**src/rtl/ring_rr_arbiter.sv**
```systemverilog
// Round-robin arbiter with a one-hot rotating priority token, seedable via load/D.
// Issues a registered one-hot grant that is held while requested, up to MAX_HOLD cycles.
module ring_rr_arbiter #(
    parameter int N        = 4,
    parameter int MAX_HOLD = 8
) (
    input  logic         clk,
    input  logic         rst,
    input  logic         load,
    input  logic [N-1:0] D,
    input  logic [N-1:0] req,
    output logic [N-1:0] gnt,
    output logic         gnt_valid,
    output logic [N-1:0] token,
    output logic         err
);

    localparam int HW = $clog2(MAX_HOLD + 2);

    typedef enum logic {IDLE, GRANT} state_t;

    state_t        state_q, state_d;
    logic [N-1:0]  gnt_q, gnt_d;
    logic [N-1:0]  token_q, token_d;
    logic [HW-1:0] hold_q, hold_d;
    logic          err_q, err_d;

    logic [N-1:0]  pick;
    logic [N-1:0]  next_start;
    logic          d_onehot;
    logic          keep;

    function automatic logic [N-1:0] rot(input logic [N-1:0] x);
        return {x[N-2:0], x[N-1]};
    endfunction

    // Rotate req so that 'start' lands on bit 0, isolate the lowest set bit,
    // then rotate the result back into place.
    function automatic logic [N-1:0] search(input logic [N-1:0] start,
                                            input logic [N-1:0] r);
        logic [2*N-1:0] dbl;
        logic [N-1:0]   rr;
        logic [N-1:0]   low;
        int             s;
        s   = 0;
        for (int i = 0; i < N; i++) begin
            if (start[i]) s = i;
        end
        dbl = {r, r} >> s;
        rr  = dbl[N-1:0];
        low = rr & (~rr + N'(1));
        dbl = {low, low} << s;
        return dbl[2*N-1:N];
    endfunction

    assign d_onehot   = (D != '0) && ((D & (D - N'(1))) == '0);
    assign next_start = rot(gnt_q);
    assign keep       = ((req & gnt_q) != '0) &&
                        ((MAX_HOLD == 0) || (hold_q < HW'(MAX_HOLD)));

    always_comb begin
        state_d = state_q;
        gnt_d   = gnt_q;
        token_d = token_q;
        hold_d  = hold_q;
        err_d   = 1'b0;
        pick    = '0;
        if (load) begin
            gnt_d   = '0;
            hold_d  = '0;
            state_d = IDLE;
            if (d_onehot) token_d = D;
            else          err_d   = 1'b1;
        end else begin
            case (state_q)
                IDLE: begin
                    if (req != '0) begin
                        pick    = search(token_q, req);
                        gnt_d   = pick;
                        token_d = pick;
                        hold_d  = HW'(1);
                        state_d = GRANT;
                    end
                end
                GRANT: begin
                    if (keep) begin
                        if (MAX_HOLD != 0) hold_d = hold_q + HW'(1);
                    end else begin
                        // Release or timeout: hand over directly, no idle bubble.
                        pick = search(next_start, req);
                        if (pick != '0) begin
                            gnt_d   = pick;
                            token_d = pick;
                            hold_d  = HW'(1);
                        end else begin
                            gnt_d   = '0;
                            token_d = next_start;
                            hold_d  = '0;
                            state_d = IDLE;
                        end
                    end
                end
                default: state_d = IDLE;
            endcase
        end
    end

    always_ff @(posedge clk or posedge rst) begin
        if (rst) begin
            state_q <= IDLE;
            gnt_q   <= '0;
            token_q <= N'(1);
            hold_q  <= '0;
            err_q   <= 1'b0;
        end else begin
            state_q <= state_d;
            gnt_q   <= gnt_d;
            token_q <= token_d;
            hold_q  <= hold_d;
            err_q   <= err_d;
        end
    end

    assign gnt       = gnt_q;
    assign gnt_valid = |gnt_q;
    assign token     = token_q;
    assign err       = err_q;

endmodule

```
**config.mk**
```make
export PLATFORM = sky130hd
export DESIGN_NAME = ring_rr_arbiter
export DESIGN_NICKNAME = d
export VERILOG_FILES = /design/src/rtl/ring_rr_arbiter.sv
export SDC_FILE = /design/constraint.sdc
export NUM_CORES = 1
export LEC_CHECK = 0
export BUFFER_PORTS_ARGS = -buffer_cell sky130_fd_sc_hd__buf_2
export CORE_MARGIN = 1
export CORE_UTILIZATION = 53
export CTS_BUF_LIST = sky130_fd_sc_hd__clkbuf_8 sky130_fd_sc_hd__clkbuf_16
export DETAILED_ROUTE_END_ITERATION = 7
export PLACE_DENSITY = 0.77
export SETUP_SLACK_MARGIN = 0.15
export SLEW_MARGIN = 20
export SYNTH_ARGS = -nofsm -noshare
export SYNTH_HDL_FRONTEND = slang
export SYNTH_SLANG_ARGS = --single-unit
```
**constraint.sdc**
```tcl
create_clock -name clk -period 2.3 [get_ports clk]
set_input_delay 0 -clock clk [delete_from_list [all_inputs] [get_ports clk]]
set_output_delay 0 -clock clk [all_outputs]
set_load 0.01 [all_outputs]
```
==> results.sh <==
export IMPL_dr_pass1_iters=4
export IMPL_cp_start_kind="register"
export IMPL_drc=0
export IMPL_cap_violations=0
export IMPL_p_int_mw=0.5319
export IMPL_ctsResizeCount=0
export IMPL_h_tree_depth=1
export IMPL_p_per_area_nw_per_um2=682.2
export IMPL_layout_commonest_cell="buf_2"
export IMPL_ys_seq_area_share_pct=34.02
export IMPL_worstSetupPathType="reg -> reg"
export IMPL_antenna_cells=0
export IMPL_nNetsFinal=153
export IMPL_grt_max_degree=15
export IMPL_crit_slowest_cell="dfrtp_1"
export IMPL_required_ns=2.46
export IMPL_cts_buffers_inserted=3
export IMPL_synth_edf_count=0
export IMPL_wl_mm=2.468
export IMPL_final_cell_mix="buf_2 (20), nor2_1 (14), dfrtp_1 (13)"
export IMPL_clk_latency_ns=0.25
export IMPL_ios=21
export IMPL_synth_compound_area_share_pct=30.75
export IMPL_power_switching_mw=0.2713
export IMPL_hold_viol=0
export IMPL_endpoint_kind="register"
export IMPL_vias_per_cell=6.248
export IMPL_setup_viol=0
export IMPL_synth_fp_nets=135
export IMPL_switching_share_pct=33.78
export IMPL_ant_nets=0
export IMPL_pwr_share_comb_pct=29.3
export IMPL_coreArea_um2=1783
export IMPL_initial_core_util_pct=57.96
export IMPL_final_max_slew_violation_count=0
export IMPL_synthArstFlopShare_pct=100.0
export IMPL_fin_crit_ns=1.945
export IMPL_drive_gt1_share_pct=24.29
export IMPL_syn_to_final_growth_pct=13.92
export IMPL_grt_pass1_vias=914
export IMPL_hold_slack_ns=0.05109
export IMPL_crit_arrival_ns=2.11
export IMPL_wire_per_inst_um=14.96
export IMPL_synth_main_ff_cell="dfrtp_1"
export IMPL_critPathTopFamily="compound AO/OA/AOI/OAI gates"
export IMPL_dp_hpwl_mm=1.838
export IMPL_dr_first_iter_drc_count=35
export IMPL_max_slew_margin_pct=63.46
export IMPL_cts_tree="done"
export IMPL_synth_top_family_by_area="compound AO/OA/AOI/OAI gates"
export IMPL_path_cells="a22oi_1 > a21oi_1 > or2_1 > nor2_1 > a311oi_2"
export IMPL_synthXorXnorAreaFrac_pct=1.695
export IMPL_clock_root_buffer="clkbuf_8"
export IMPL_crit_buf_inv=0
export IMPL_fp_dieH_um=46.16
export IMPL_ys_ff_latch=14
export IMPL_die_area_um2=2131
export IMPL_fin_skew_ns=0.003003
export IMPL_power_frac_seq_pct=40.1
export IMPL_hold_path_class="in -> reg"
export IMPL_fin_crit_sh_pct=84.56
export IMPL_yosysWarningCount=0
export IMPL_die_w_um=46.16
export IMPL_grt_pass1_wl_mm=4.071
export IMPL_status="finished clean"
export IMPL_peakVddDrop_v=0.0005203
export IMPL_path_clk_slew_ns=0.06
export IMPL_synth_fa_ha_area_share_pct=1.211
export IMPL_overflow=0
export IMPL_yosys_mux_area_fraction_pct=1.090
export IMPL_max_stage_delay_ns=0.53
export IMPL_tightest_slew_ns=0.5412
export IMPL_avgSynthCellArea_um2=8.402
export IMPL_num_rows=15
export IMPL_netlist_instances=123
export IMPL_port_buffers=20
export IMPL_synthDistinctLibCells=49
export IMPL_cts_setup_buffers=0
export IMPL_vias=1031
export IMPL_yosys_area_share_simple_pct=23.61
export IMPL_track_usage_pct=27.33
export IMPL_leakage_nw=0.5274
export IMPL_cts_buffer_depth=2
export IMPL_gp_congestion=0.8884
export IMPL_rsz0062_at_grt="no"
export IMPL_critPathMaxFanout=10
export IMPL_grt_antenna_before_repair=0
export IMPL_nFillCells=153
export IMPL_utilization_pct=66.04
export IMPL_fmax_mhz=514.2
export IMPL_synthesis_area_um2=1033
export IMPL_tns_ns=0
export IMPL_power_share_clock_pct=30.6
export IMPL_cts_sinks=14
-- registers in the layout, indices dropped and copies added (netlist names) --
register and flops:
hold_q 4, state_q 1, token 4, gnt 4, err 1
-- stage by stage --
stage | std cells | instance area, µm² | setup slack (ns) | power (mW)
3_5_place_dp | 160 | 1112 | 0.3917 | 0.5570
4_1_cts | 165 | 1177 | 0.3791 | 0.8089
2_1_floorplan | 123 | 1033 | 0.5647 | 0.4883
3_3_place_gp | 160 | 1112 | 0.4181 | 0.5511
5_1_grt | 165 | 1177 | 0.2044 | 0.8451
6_report | 165 | 1177 | 0.3552 | 0.8033
-- final cells by class --
cell class	count	area, µm²	area share, %
Clock buffer	4	55.05	4.676
Sequential cell	14	351.6	29.86
Tap cell	25	31.28	2.657
Multi-Input combinational cell	94	603.1	51.22
Inverter	7	26.28	2.232
Timing Repair Buffer	21	110.1	9.352
-- final timing paths --
kind / start / end / slack [ns] / cells past startpoint
min in group asynchronous: rst / gnt[2]$_DFFE_PP0P_ / 0.33 / 3
max: gnt[2]$_DFFE_PP0P_ / token[2]$_DFFE_PP0P_ / 0.36 / 5
max reg2reg: gnt[2]$_DFFE_PP0P_ / token[2]$_DFFE_PP0P_ / 0.36 / 5
min reg2reg: hold_q[3]$_DFFE_PP0N_ / hold_q[3]$_DFFE_PP0N_ / 0.52 / 2
min: load / hold_q[0]$_DFFE_PP0N_ / 0.05 / 2
max in group asynchronous: rst / token[0]$_DFFE_PP1P_ / 1.60 / 3
-- synthesized netlist by cell type, drive strengths merged, types with 2 or more instances --
cell type   n  area (µm²)
or2         2       12.52
xor2        2       17.52
or3         3       18.77
a31oi       4       25.02
nand2b      3       18.77
and2        2       12.51
a22oi       4       30.03
nand2       9       33.78
buf         6       45.04
o21a        2       15.01
nor2       16       65.06
nor3        3       15.01
inv         7       26.28
o31ai       2       15.01
nand4       2       12.51
a21oi      10       61.31
clkbuf      2       7.510
o21ai       6       30.03
dfrtp      13       325.3
-- per-layer routing --
layer	GRT usage [%]	share of wire, %	vias to the layer above
li1	-	-	490
met1	36.12	42	498
met2	45.07	51	38
met3	3.529	5.0	5
met4	10.59	1.7	0
met5	0	0	-
-- cell families after synthesis --
logic type / Yosys count
AOI/OAI and AO/OA: 43
and+or+nand+nor: 47
adders and majority gates: 1
xor gates and xnor gates: 2
DFF: 14
buffers and inverters: 15
muxes: 1
-- power groups by stage --
stage / Combinational [mW] / Clock (mW) / Sequential [mW]
5_1_grt: 0.260 / 0.257 / 0.328
2_1_floorplan: 0.170 / 0 / 0.319
6_report: 0.236 / 0.246 / 0.322
3_3_place_gp: 0.228 / 0 / 0.323
4_1_cts: 0.235 / 0.253 / 0.321
3_5_place_dp: 0.232 / 0 / 0.325
-- timing repair --
action                                  CTS  global route
endpoints found under the setup margin    0             0
hold endpoints to repair                 13             0
hold buffers                              1             0
Note: power is estimated with default switching activity, not from simulation.
